**src/rtl/adc_axis_pkg.sv**
```systemverilog
// Shared types and constants for the ADC-to-AXI4-Stream packer.
package adc_axis_pkg;

    typedef enum logic [1:0] {
        ST_IDLE    = 2'd0,
        ST_ARMED   = 2'd1,
        ST_CAPTURE = 2'd2
    } state_e;

    localparam int OVF_CNT_W = 16;

    function automatic logic [OVF_CNT_W-1:0] sat_inc(input logic [OVF_CNT_W-1:0] v);
        return (v == {OVF_CNT_W{1'b1}}) ? v : v + {{(OVF_CNT_W-1){1'b0}}, 1'b1};
    endfunction

endpackage

```
**src/rtl/adc_axis_packer_if.sv**
```systemverilog
// AXI4-Stream bundle carrying packed ADC beats.
interface adc_axis_packer_if #(
    parameter int DATA_W = 16
) ();
    localparam int KEEP_W = DATA_W / 8;

    logic              tvalid;
    logic              tready;
    logic [DATA_W-1:0] tdata;
    logic [KEEP_W-1:0] tkeep;
    logic              tlast;

    modport master (output tvalid, output tdata, output tkeep, output tlast, input tready);
    modport slave  (input tvalid, input tdata, input tkeep, input tlast, output tready);
endinterface

```
**src/rtl/axis_sync_fifo.sv**
```systemverilog
// First-word-fall-through FIFO; head entry is presented straight from the storage registers.
module axis_sync_fifo #(
    parameter int W     = 8,
    parameter int DEPTH = 16
) (
    input  logic         i_clk,
    input  logic         i_rst_n,
    input  logic         i_wr_en,
    input  logic [W-1:0] i_wr_data,
    output logic         o_full,
    output logic         o_rd_valid,
    input  logic         i_rd_ready,
    output logic [W-1:0] o_rd_data
);
    localparam int AW = $clog2(DEPTH);

    logic [W-1:0]  r_mem [DEPTH];
    logic [AW-1:0] r_wr_ptr;
    logic [AW-1:0] r_rd_ptr;
    logic [AW:0]   r_count;
    logic          w_wr;
    logic          w_rd;

    // Full is taken from the registered count, so a simultaneous read never frees room for a write.
    assign o_full     = (r_count == (AW+1)'(DEPTH));
    assign o_rd_valid = (r_count != {(AW+1){1'b0}});
    assign w_wr       = i_wr_en & ~o_full;
    assign w_rd       = o_rd_valid & i_rd_ready;
    assign o_rd_data  = r_mem[r_rd_ptr];

    // Storage, pointers and occupancy
    always_ff @(posedge i_clk or negedge i_rst_n) begin
        if (!i_rst_n) begin
            for (int i = 0; i < DEPTH; i++) begin
                r_mem[i] <= {W{1'b0}};
            end
            r_wr_ptr <= {AW{1'b0}};
            r_rd_ptr <= {AW{1'b0}};
            r_count  <= {(AW+1){1'b0}};
        end else begin
            if (w_wr) begin
                r_mem[r_wr_ptr] <= i_wr_data;
                r_wr_ptr        <= r_wr_ptr + AW'(1);
            end
            if (w_rd) begin
                r_rd_ptr <= r_rd_ptr + AW'(1);
            end
            case ({w_wr, w_rd})
                2'b10:   r_count <= r_count + (AW+1)'(1);
                2'b01:   r_count <= r_count - (AW+1)'(1);
                default: r_count <= r_count;
            endcase
        end
    end
endmodule

```
**src/rtl/adc_axis_packer.sv**
```systemverilog
// Packs multi-channel ADC samples into fixed-length AXI4-Stream packets with
// per-channel masking, continuous or triggered capture, and overflow counting.
module adc_axis_packer
    import adc_axis_pkg::*;
#(
    parameter int CHANNELS   = 2,
    parameter int SAMPLE_W   = 8,
    parameter int PKT_LEN    = 256,
    parameter int FIFO_DEPTH = 16
) (
    input  logic                         axis_aclk,
    input  logic                         axis_aresetn,
    input  logic                         enable,
    input  logic                         mode,
    input  logic                         trig,
    input  logic [CHANNELS-1:0]          ch_enable,
    input  logic                         s_valid,
    input  logic [CHANNELS*SAMPLE_W-1:0] s_data,
    adc_axis_packer_if.master            m_axis,
    output logic [OVF_CNT_W-1:0]         overflow_cnt,
    output logic                         busy
);
    localparam int DW    = CHANNELS * SAMPLE_W;
    localparam int KW    = DW / 8;
    localparam int BPC   = SAMPLE_W / 8;
    localparam int CNT_W = $clog2(PKT_LEN);
    localparam int FW    = DW + KW + 1;

    state_e                r_state;
    state_e                w_next;
    logic [CNT_W-1:0]      r_beat_cnt;
    logic [CHANNELS-1:0]   r_ch_en;
    logic [OVF_CNT_W-1:0]  r_ovf_cnt;

    logic                  w_full;
    logic                  w_capture;
    logic                  w_wr;
    logic                  w_drop;
    logic                  w_last;
    logic [CHANNELS-1:0]   w_mask;
    logic [DW-1:0]         w_data;
    logic [KW-1:0]         w_keep;
    logic                  w_rd_valid;
    logic [FW-1:0]         w_rd_data;

    assign w_capture = (r_state == ST_CAPTURE);
    assign w_wr      = w_capture & s_valid & ~w_full;
    assign w_drop    = w_capture & s_valid & w_full;
    assign w_last    = (r_beat_cnt == CNT_W'(PKT_LEN - 1));
    // First beat of a packet uses the live enables; later beats use the copy latched on that beat.
    assign w_mask    = (r_beat_cnt == {CNT_W{1'b0}}) ? ch_enable : r_ch_en;

    // Zero disabled channel lanes and build the matching keep bits
    always_comb begin
        w_data = {DW{1'b0}};
        w_keep = {KW{1'b0}};
        for (int c = 0; c < CHANNELS; c++) begin
            w_data[c*SAMPLE_W +: SAMPLE_W] = w_mask[c] ? s_data[c*SAMPLE_W +: SAMPLE_W] : {SAMPLE_W{1'b0}};
            w_keep[c*BPC +: BPC]           = {BPC{w_mask[c]}};
        end
    end

    // Capture state next-state logic
    always_comb begin
        w_next = r_state;
        case (r_state)
            ST_IDLE: begin
                if (enable) begin
                    w_next = mode ? ST_ARMED : ST_CAPTURE;
                end else begin
                    w_next = ST_IDLE;
                end
            end
            ST_ARMED: begin
                if (trig) begin
                    w_next = ST_CAPTURE;
                end else if (!enable) begin
                    w_next = ST_IDLE;
                end else begin
                    w_next = ST_ARMED;
                end
            end
            ST_CAPTURE: begin
                if (w_wr && w_last && (mode || !enable)) begin
                    w_next = ST_IDLE;
                end else begin
                    w_next = ST_CAPTURE;
                end
            end
            default: w_next = ST_IDLE;
        endcase
    end

    // State, beat counter, latched channel enables and overflow counter
    always_ff @(posedge axis_aclk or negedge axis_aresetn) begin
        if (!axis_aresetn) begin
            r_state    <= ST_IDLE;
            r_beat_cnt <= {CNT_W{1'b0}};
            r_ch_en    <= {CHANNELS{1'b0}};
            r_ovf_cnt  <= {OVF_CNT_W{1'b0}};
        end else begin
            r_state <= w_next;
            if (w_wr) begin
                r_beat_cnt <= w_last ? {CNT_W{1'b0}} : r_beat_cnt + CNT_W'(1);
            end
            if (w_wr && (r_beat_cnt == {CNT_W{1'b0}})) begin
                r_ch_en <= ch_enable;
            end
            if (w_drop) begin
                r_ovf_cnt <= sat_inc(r_ovf_cnt);
            end
        end
    end

    axis_sync_fifo #(
        .W     (FW),
        .DEPTH (FIFO_DEPTH)
    ) u_fifo (
        .i_clk      (axis_aclk),
        .i_rst_n    (axis_aresetn),
        .i_wr_en    (w_wr),
        .i_wr_data  ({w_last, w_keep, w_data}),
        .o_full     (w_full),
        .o_rd_valid (w_rd_valid),
        .i_rd_ready (m_axis.tready),
        .o_rd_data  (w_rd_data)
    );

    assign m_axis.tvalid = w_rd_valid;
    assign m_axis.tdata  = w_rd_data[DW-1:0];
    assign m_axis.tkeep  = w_rd_data[DW +: KW];
    assign m_axis.tlast  = w_rd_data[FW-1];
    assign overflow_cnt  = r_ovf_cnt;
    assign busy          = (r_state != ST_IDLE);
endmodule
```
**src/flat_wrapper.sv**
```systemverilog
// flat-port wrapper written by rule: the top's interface ports become plain ports
module adc_axis_packer_flat import adc_axis_pkg::*;
#(
    parameter int CHANNELS   = 2,
    parameter int SAMPLE_W   = 8,
    parameter int PKT_LEN    = 256,
    parameter int FIFO_DEPTH = 16
)
  (axis_aclk, axis_aresetn, enable, mode, trig, ch_enable, s_valid, s_data, overflow_cnt, busy, m_axis_tvalid, m_axis_tdata, m_axis_tkeep, m_axis_tlast, m_axis_tready);
  adc_axis_packer_if m_axis_i ();
  input  logic axis_aclk;
  input  logic axis_aresetn;
  input  logic enable;
  input  logic mode;
  input  logic trig;
  input  logic [CHANNELS-1:0] ch_enable;
  input  logic s_valid;
  input  logic [CHANNELS*SAMPLE_W-1:0] s_data;
  output logic [OVF_CNT_W-1:0] overflow_cnt;
  output logic busy;
  output wire logic [$bits(m_axis_i.tvalid)-1:0] m_axis_tvalid;
  output wire logic [$bits(m_axis_i.tdata)-1:0] m_axis_tdata;
  output wire logic [$bits(m_axis_i.tkeep)-1:0] m_axis_tkeep;
  output wire logic [$bits(m_axis_i.tlast)-1:0] m_axis_tlast;
  input wire logic [$bits(m_axis_i.tready)-1:0] m_axis_tready;
  assign m_axis_tvalid = m_axis_i.tvalid;
  assign m_axis_tdata = m_axis_i.tdata;
  assign m_axis_tkeep = m_axis_i.tkeep;
  assign m_axis_tlast = m_axis_i.tlast;
  assign m_axis_i.tready = m_axis_tready;
  adc_axis_packer #(.CHANNELS(CHANNELS), .SAMPLE_W(SAMPLE_W), .PKT_LEN(PKT_LEN), .FIFO_DEPTH(FIFO_DEPTH)) u_core (.axis_aclk(axis_aclk), .axis_aresetn(axis_aresetn), .enable(enable), .mode(mode), .trig(trig), .ch_enable(ch_enable), .s_valid(s_valid), .s_data(s_data), .m_axis(m_axis_i), .overflow_cnt(overflow_cnt), .busy(busy));
endmodule
```
**config.mk**
```make
export PLATFORM = sky130hd
export DESIGN_NAME = adc_axis_packer_flat
export DESIGN_NICKNAME = d
export VERILOG_FILES = /design/src/rtl/adc_axis_pkg.sv /design/src/rtl/adc_axis_packer_if.sv /design/src/rtl/axis_sync_fifo.sv /design/src/rtl/adc_axis_packer.sv /design/src/flat_wrapper.sv
export SDC_FILE = /design/constraint.sdc
export NUM_CORES = 1
export LEC_CHECK = 0
export ABC_AREA = 0
export ABC_CLOCK_PERIOD_IN_PS = 5000
export CAP_MARGIN = 20
export CORE_MARGIN = 2
export CORE_UTILIZATION = 47
export CTS_CLUSTER_DIAMETER = 150
export DETAILED_ROUTE_END_ITERATION = 12
export SYNTH_ARGS = -nofsm -noshare
export SYNTH_HDL_FRONTEND = slang
export SYNTH_HIERARCHICAL = 1
export SYNTH_SLANG_ARGS = --single-unit
```
**constraint.sdc**
```tcl
create_clock -name axis_aclk -period 5 [get_ports axis_aclk]
set_input_delay 1 -clock axis_aclk [delete_from_list [all_inputs] [get_ports axis_aclk]]
set_output_delay 1 -clock axis_aclk [all_outputs]
set_load 0.1 [all_outputs]
```
==> summary.txt <==
Timing
  • Final period utilization: 82.3%
  • Sum of negative setup slack: 0 ns
  • FMAX: 0.243 GHz
  • Final Hold Viols: 0
  • Fin. max-slew vios: 0
  • Slew of the pin with the lowest slew margin: 1.05 ns
  • Setup Skew: 0.0143 ns
  • RSZ-0062 raised after global routing: false
  • Tmin final: 4.12 ns
  • Max-slew headroom: 29.8%
  • Hold slack: 0.491 ns
  • Final setup violation count: 0

Cells and area
  • Filler cell count: 2,849
  • Area Overhead vs Synth: 14.5%
  • Most common cell after layout, fill and taps aside: dfrtp_1
  • Antenna cells: 0
  • Register area: 0.00864 mm²
  • NumNets Final: 1,212
  • Util after Layout: 54.5%
  • Share of layout cells above drive strength 1: 39.9%
  • Commonest cells after routing, fill and taps aside: dfrtp_1, mux2_2, mux2i_1
  • Area of the multi-input gates: 0.00728 mm²
  • Final std cells w/o fill: 1,655

Min path
  • HP Class: flip-flop to flip-flop
  • HP Start: u_core/overflow_cnt[8]

Outcome
  • Run status: finished, final reports clean

Worst setup path
  • Worst r2r src: u_core/u_fifo/r_count[0]
  • Data required time of the critical path: 4.00 ns
  • Crit path max fanout: 27
  • CP arrival: 3.12 ns
  • Worst Setup End Kind: output pin
  • Critical path type: flip-flop to output pin
  • Crit path launch type: flip-flop
  • CP Launch Point: u_core/u_fifo/r_rd_ptr[1]

Synthesis
  • Seq/Total Area, Yosys: 52.7%
  • Syn nets: 1,161
  • Post-synth ARST share: 100%
  • Post-synth EDFFs: 0
  • Ys flop type: dfrtp_1
  • Ys Warns: 6
  • Synth top area cells: dfrtp_1, mux2_2, mux4_2, mux2i_1, a221oi_1
  • Synthesized area: 0.0164 mm²
  • Post-synthesis cell count: 1,123
  • Top cell type's share of synthesized area: 52.7%
  • Netlist cell types: 54
  • Yosys top cell by area: dfrtp_1
  • Synthesis-stage register bit count: 345
  • Mean post-synth cell area: 14.6 µm²

CTS
  • Clock Path Buffers: 3
  • CTS tree: built
  • Cts repair resizes: 0
  • Skew-Pair Late Insertion Delay: 0.52 ns
  • Setup bufs post-CTS: 0
  • # hold bufs at CTS: 0
  • Reg clk slew, reported paths: 0.06 ns
  • TritonCTS Buffers: 39
  • Root Driver: clkbuf_16
  • H-tree depth: 2
  • CTS sink cnt: 345

Place
  • Inst Count DP: 1,585
  • Input/output buffers: 61
  • Placer Congestion: 0.740
  • Post-DP HPWL: 21.9 mm

GRT
  • Grt total ovfl: 0
  • Gr usage total: 22.1%
  • Largest net degree at the start of global routing: 106
  • First-pass GRT wire length: 60.9 mm
  • Vias in the first global route: 10.1k
  • Initial antenna violation count: 0

Detailed routing
  • DRT iter0 DRCs: 530
  • Via density: 5.81
  • Detail Route Antenna Nets: 0
  • DRC: 0
  • DR pass1 iterations: 4
  • Routed wire length: 38.9 mm
  • DR vias: 9,613
  • Wirelength per Cell: 23.5 µm

Floorplanning
  • Die width: 191 µm
  • Core area: 0.0345 mm²
  • Initial Utilization: 47.6%
  • Die ar.: 0.0364 mm²
  • Std-Cell Rows: 68
  • Ports: 62
  • Height of the die: 191 µm

Power
  • Design Power: 13,500 µW
  • Pwr per Cell Area: 719 mW/mm²
  • Worst vdd ir: 0.000487 V
  • Pleak: 0.00885 µW

Flow run
  • Max Cap Viol: 0
per-layer routing:
metal,share of wire (%),wire length (µm),track usage [%],vias to the layer above
met5,0,0,0,-
met4,1.2,463,4.53,0
met3,3.3,1280,3.05,33
met2,46,18000,34.5,150
met1,49,19200,33.1,5147
li1,-,-,-,4283
cells in the mapped netlist, types with 10 or more instances:
cell type and count:
a22oi_1 19, nor2b_1 22, xor2_1 15, buf_2 14, o21ai_0 25, clkbuf_1 34
a221oi_1 38, mux2i_1 79, dfrtp_1 345, xnor2_1 11, mux4_2 38, ha_1 12
mux2_2 289, nand3_4 12, nand2_1 36, inv_1 12, nor2_1 10, buf_6 14
mux2_4 20
final timing paths:
check	cells after the start	slack (ns)	end
min	1	0.49	u_core/overflow_cnt[8]
min in group asynchronous	1	0.56	u_core/u_fifo/r_mem[287]
min reg2reg	1	0.49	u_core/overflow_cnt[8]
max reg2reg	12	1.67	u_core/u_fifo/r_count[4]
max	6	0.88	m_axis_tkeep[0]
max in group asynchronous	2	3.30	u_core/u_fifo/r_mem[144]
per-stage QoR:
step           setup WS, ns  cell area (µm²)
6_report              0.883            18800
2_1_floorplan          1.65            16400
3_3_place_gp           1.15            17500
3_5_place_dp           1.10            17500
4_1_cts               0.840            18800
5_1_grt               0.737            18800
kinds of logic (layout without fill, tap and decap cells):
family	count (synthesis)	after routing	synth area share, %
mux	429	429	31.9
flops	345	345	52.7
simple gates	128	128	5.65
compound gates	96	96	4.33
buf+inv	86	163	3.01
xor+xnor	26	26	1.39
fa+ha+maj	13	13	1.04
area by class of cell:
cell class | instances | share of cell area [%]
sequential | 345 | 46.0
multi-input combinational | 692 | 38.8
clock buffer | 55 | 6.01
timing repair buffer | 83 | 5.30
tap | 455 | 3.03
clock inverter | 12 | 0.626
inverter | 13 | 0.260
state kept, by name, indices dropped and copies added (netlist names):
name	flops
u_core/r_beat_cnt	8
u_core/overflow_cnt	16
u_core/u_fifo/r_count	5
u_core/r_state	2
u_core/r_ch_en	2
u_core/u_fifo/r_mem	304
u_core/u_fifo/r_rd_ptr	4
u_core/u_fifo/r_wr_ptr	4
critical path, stage by stage (launching register included):
cell	delay, ns
dfrtp_2	0.77
and2_2	0.74
buf_4	0.35
a221oi_1	0.14
a22oi_1	0.21
nand2_1	0.17
buf_12	0.21
report_power, final:
group	internal, µW	switching [µW]	total [µW]
clock	1670	1120	2800
combinational	2600	3620	6220
sequential	3790	685	4480
No activity file was read; power rests on OpenSTA's default activity.
==> variant 1: new RTL, same settings <==
`FIFO_DEPTH` is set to 16 in 2 places; all go to 32.
--- a/src/rtl/adc_axis_packer.sv
+++ b/src/rtl/adc_axis_packer.sv
@@ -6,7 +6,7 @@
     parameter int CHANNELS   = 2,
     parameter int SAMPLE_W   = 8,
     parameter int PKT_LEN    = 256,
-    parameter int FIFO_DEPTH = 16
+    parameter int FIFO_DEPTH = 32
 ) (
     input  logic                         axis_aclk,
     input  logic                         axis_aresetn,
--- a/src/flat_wrapper.sv
+++ b/src/flat_wrapper.sv
@@ -4,7 +4,7 @@
     parameter int CHANNELS   = 2,
     parameter int SAMPLE_W   = 8,
     parameter int PKT_LEN    = 256,
-    parameter int FIFO_DEPTH = 16
+    parameter int FIFO_DEPTH = 32
 )
   (axis_aclk, axis_aresetn, enable, mode, trig, ch_enable, s_valid, s_data, overflow_cnt, busy, m_axis_tvalid, m_axis_tdata, m_axis_tkeep, m_axis_tlast, m_axis_tready);
   adc_axis_packer_if m_axis_i ();
Behaviour: same outputs for any inputs over 4 cycles, from zero or initial values and one cycle with axis_aresetn low; that may be too few to reach the edited logic, so the function may still have changed.
==> variant 1 against the unedited design <==
Routed wire length increased by 86%. Clock power increased by 85%. Fmax shrank 8.5%. Cell area rose by 81%. Core utilization fell by 0.57 points. Cell count grew 77%. Worst setup slack got worse by 0.38 ns. Sequential cell count grew 307. Die area rose by 81%. Total power up 58%. Area after synthesis increased by 83%. Largest cell class unchanged.
==> variant 1: results (changes against the unedited design) <==
[outcome]
status = completed  ; unchanged

[layout]
n_antenna_cell = 0  ; unchanged
fillCellCount = 5152  ; was 2849
largest_reg_flops = 608  ; was 304
drive_above_1_share_pct = 48.4  ; was 39.9%
final_nets = 2079  ; was 1212

[detailed_routing]
dr.pass1.iters = 6  ; was 4
routed-via-count = 17133  ; was 9613
wl_per_cell_um = 24.6  ; was 23.5 um
dr_wl_met2_um = 35100  ; was 18000 um
wl_met1_um = 32700  ; was 19200 um
wl_met3_um = 2680  ; was 1280 um
topRoutingLayerUsed = met4  ; unchanged
drt_iter0_drc = 984  ; was 530

[worst_setup_path]
critPathMaxStageDelay_ns = 0.68  ; was 0.77 ns
critical-path-top-delay-family = compound AO/OA/AOI/OAI gates  ; was simple AND/OR/NAND/NOR gates
arrival_ns = 3.50  ; was 3.12 ns
crit_slowest_cell = dfrtp_4  ; was dfrtp_2
cp_max_fo = 17  ; was 27

[cts]
cts_buffers = 73  ; was 39
htree_levels = 3  ; was 2
post_cts_resized = 0  ; unchanged
clk_pin_slew_ns = 0.06  ; about the same
clock-root-buffer = clkbuf_16  ; unchanged
clock_latency_ns = 0.60  ; was 0.52 ns
clk_path_buf_depth = 3  ; unchanged

[grt]
grt_pass1_vias = 18536  ; was 10.1k
grtUsageTotal_pct = 22.5  ; was 22.1%
grt_max_degree = 125  ; was 106
grt_use_met1_pct = 30.9  ; was 33.1%
grtUsageMet3_pct = 3.18  ; was 3.05%
grt_first_pass_wirelength_um = 113000  ; was 60900 um
grt_use_met2_pct = 37.2  ; was 34.5%

[synth]
synth.area.top_cells = dfrtp_1 (54%), mux2_2 (23%), mux4_2 (8.7%)  ; was dfrtp_1 (53%), mux2_2 (20%), mux4_2 (5.2%)
ys_seq_area_share_pct = 54.3  ; was 52.7%
synth_ff_type = dfrtp_1  ; unchanged
synthTopCellsByCount = dfrtp_1 (652), mux2_2 (614), mux4_2 (116), clkbuf_1 (101), mux2i_1 (75)  ; was dfrtp_1 (345), mux2_2 (289), mux2i_1 (79), a221oi_1 (38), mux4_2 (38)
async_flop_share_pct = 100  ; unchanged
synth_cell_type_count = 61  ; was 54
synth_nets = 2018  ; was 1161

[placement]
dp_hpwl_um = 44700  ; was 21900 um
place_congestion = 0.768  ; was 0.740
place_ws_ns = 0.630  ; was 1.10 ns
io_buffers = 61  ; unchanged

[sta]
fin_worst_skew_ns = 0.0198  ; was 0.0143 ns
worst_slew_pin_slew_ns = 1.08  ; was 1.05 ns

[worst_hold_path]
hp-class = input port to async pin  ; was flip-flop to flip-flop

[power]
p_leak_nw = 15.8  ; was 8.85 nW
ir_drop_mv = 0.520  ; was 0.487 mV

[variant 1: kinds of logic after synthesis]
| logic type | after synthesis | share of synthesized area, % |
|---|---|---|
| adder cells (fa/ha/maj) | 14 | 0.608 |
| AND/OR/NAND/NOR | 144 | 2.92 |
| flip-flops | 652 | 54.3 |
| AO/OA/AOI/OAI | 159 | 4.03 |
| multiplexers | 808 | 34.3 |
| buffers and inverters | 173 | 2.97 |
| XOR/XNOR | 29 | 0.845 |
[variant 1: cell type report]
cell class	count	share of cell area (%)
Sequential cell	652	47.9
Multi-Input combinational cell	1154	37.9
Clock buffer	109	6.26
Timing Repair Buffer	146	4.18
Tap cell	846	3.11
Clock inverter	17	0.510
Inverter	13	0.143
[variant 1: path summary, 6_finish.rpt]
check / from / to / slack, ns / depth (start not counted)
min in group axis_aclk: u_core/u_fifo/r_mem[396] / u_core/u_fifo/r_mem[396] / 0.50 / 1
max reg2reg: u_core/u_fifo/r_count[0] / u_core/u_fifo/r_count[5] / 0.62 / 11
max in group asynchronous: axis_aresetn / u_core/u_fifo/r_mem[392] / 3.37 / 2
min reg2reg: u_core/u_fifo/r_mem[396] / u_core/u_fifo/r_mem[396] / 0.50 / 1
max: u_core/u_fifo/r_rd_ptr[0] / m_axis_tdata[11] / 0.50 / 6
min: axis_aresetn / u_core/r_state[1] / 0.47 / 1
[variant 1: through the flow]
step	cells	instance area (um2)
floorplan	1979	30100
global placement	2802	31600
detailed placement	2805	31700
CTS	2931	34000
global route	2937	34100
finish	2937	34100
[variant 1: power breakdown]
part	internal, mW	leakage [nW]	switching (mW)
registers	7.05	8.81	1.11
clock network	3.10	1.14	2.08
logic	3.52	5.86	4.46
total	13.7	15.8	7.64
==> variant 2: new RTL, config.mk and constraints unchanged <==
Without the edit above. Reset style: synchronous (`axis_aresetn` and `i_rst_n`), changed in 2 clocked blocks.
--- a/src/rtl/axis_sync_fifo.sv
+++ b/src/rtl/axis_sync_fifo.sv
@@ -29,7 +29,7 @@
     assign o_rd_data  = r_mem[r_rd_ptr];
 
     // Storage, pointers and occupancy
-    always_ff @(posedge i_clk or negedge i_rst_n) begin
+    always_ff @(posedge i_clk) begin
         if (!i_rst_n) begin
             for (int i = 0; i < DEPTH; i++) begin
                 r_mem[i] <= {W{1'b0}};
--- a/src/rtl/adc_axis_packer.sv
+++ b/src/rtl/adc_axis_packer.sv
@@ -92,7 +92,7 @@
     end
 
     // State, beat counter, latched channel enables and overflow counter
-    always_ff @(posedge axis_aclk or negedge axis_aresetn) begin
+    always_ff @(posedge axis_aclk) begin
         if (!axis_aresetn) begin
             r_state    <= ST_IDLE;
             r_beat_cnt <= {CNT_W{1'b0}};
Function: differs if axis_aresetn is asserted again (counterexample within 4 cycles, from zero or initial values and one cycle with axis_aresetn low); with axis_aresetn held inactive, the same outputs for 4 cycles.
==> variant 2 against the unedited design <==
Routed wire length is 4.9% higher. First-iteration DRC count is 100% higher. Area after synthesis is 4.4% lower. Critical path depth is 1 lower. Sequential cell count is 4 higher. Cell area is 4.0% lower. Die area is 4.4% lower. Fmax is 6.8% lower. Worst setup slack worse by 0.30 ns. Core utilization is 0.61 points higher. Synthesized cell count is 7.2% higher. Critical endpoint is now m_axis_tdata[5].
Power is not compared: it rests on default switching activity, and its combinational part moved more than twofold at a synthesized area within 25%.
==> variant 2: results (changes against the unedited design) <==
[worst_setup_path]
crit_path_end = m_axis_tdata[5]  ; was m_axis_tkeep[0]
r2r-start = u_core/u_fifo/r_count[0]  ; unchanged
r2r-end = u_core/u_fifo/r_count[4]  ; unchanged
r2r_slack_ns = 1.17  ; was 1.67 ns
arrival_ns = 3.42  ; was 3.12 ns
critPathMaxStageDelay_ns = 0.99  ; was 0.77 ns
reg2regPathDepth = 14  ; was 12
critical-path-top-delay-family = buffers and inverters  ; was simple AND/OR/NAND/NOR gates
cp_max_fo = 29  ; was 27

[grt]
grtUsageTotal_pct = 23.5  ; was 22.1%
grt_first_pass_wirelength_um = 61400  ; was 60900 um

[synth]
synth_xor_area_share_pct = 0.671  ; was 1.39%
synth.area.top_cells = edfxtp_1 (58%), mux4_2 (10%), nor2_1 (7.8%)  ; was dfrtp_1 (53%), mux2_2 (20%), mux4_2 (5.2%)
syn_inst = 1204  ; was 1123
synthTopCellsByCount = nor2_1 (325), edfxtp_1 (304), nand2_1 (127), mux4_2 (70), dfxtp_1 (45)  ; was dfrtp_1 (345), mux2_2 (289), mux2i_1 (79), a221oi_1 (38), mux4_2 (38)
async_flop_share_pct = 0  ; was 100%
synth-compound-area-share_pct = 4.22  ; was 4.33%
ys_seq_area_share_pct = 64.0  ; was 52.7%
synth_area_leader_cell = edfxtp_1  ; was dfrtp_1
synth_cell_type_count = 55  ; was 54
synthAdderAreaFrac_pct = 1.09  ; was 1.04%
synth_mux_area_share_pct = 12.0  ; was 31.9%
synth_edf_count = 304  ; was 0

[sta]
fin_worst_skew_ns = 0.0232  ; was 0.0143 ns
min_period_over_period_pct = 88.3  ; was 82.3%
hold_slack_ns = 0.487  ; was 0.491 ns
maxSlewHeadroom_pct = 22.1  ; was 29.8%

[detailed_routing]
routed-via-count = 10078  ; was 9613
wl_per_cell_um = 23.4  ; was 23.5 um
dr.pass1.iters = 5  ; was 4
drt_iter0_drc = 1069  ; was 530

[worst_hold_path]
min_to = u_core/r_beat_cnt[0]  ; was u_core/overflow_cnt[8]
min_from = u_core/r_beat_cnt[0]  ; was u_core/overflow_cnt[8]

[layout]
largest_register = u_core/u_fifo/r_mem  ; unchanged
fin_cells = 1741  ; was 1655
drive_above_1_share_pct = 15.6  ; was 39.9%
final_nets = 1308  ; was 1212

[placement]
placed_area_um2 = 16900  ; was 17500 um2
place_congestion = 0.769  ; was 0.740

[outcome]
status = completed  ; unchanged

-- variant 2: cell count changes after synthesis, sizes merged, moves of 11 or more --
cell | unedited run | this run
a21oi | 4 | 15
a221oi | 38 | 0
a22oi | 19 | 38
and2 | 2 | 13
dfrtp | 345 | 0
dfxtp | 0 | 45
edfxtp | 0 | 304
mux2 | 312 | 0
mux2i | 79 | 14
mux4 | 38 | 76
nand2 | 36 | 127
nor2 | 11 | 325
-- variant 2: metal layers --
metal | up-vias | GRT usage (%) | part of all wire (%)
li1 | 4527 | - | -
met1 | 5054 | 32.8 | 41
met2 | 425 | 37.6 | 47
met3 | 72 | 4.85 | 8.8
met4 | 0 | 7.20 | 2.6
met5 | - | 0 | 0
-- variant 2: layout make-up --
cell class	count	area, um2
timing repair buffer	99	936
inverter	19	71.3
fill	2763	14700
tap	442	553
multi-input combinational	762	5250
clock buffer	52	1070
clock inverter	18	103
sequential	349	10000
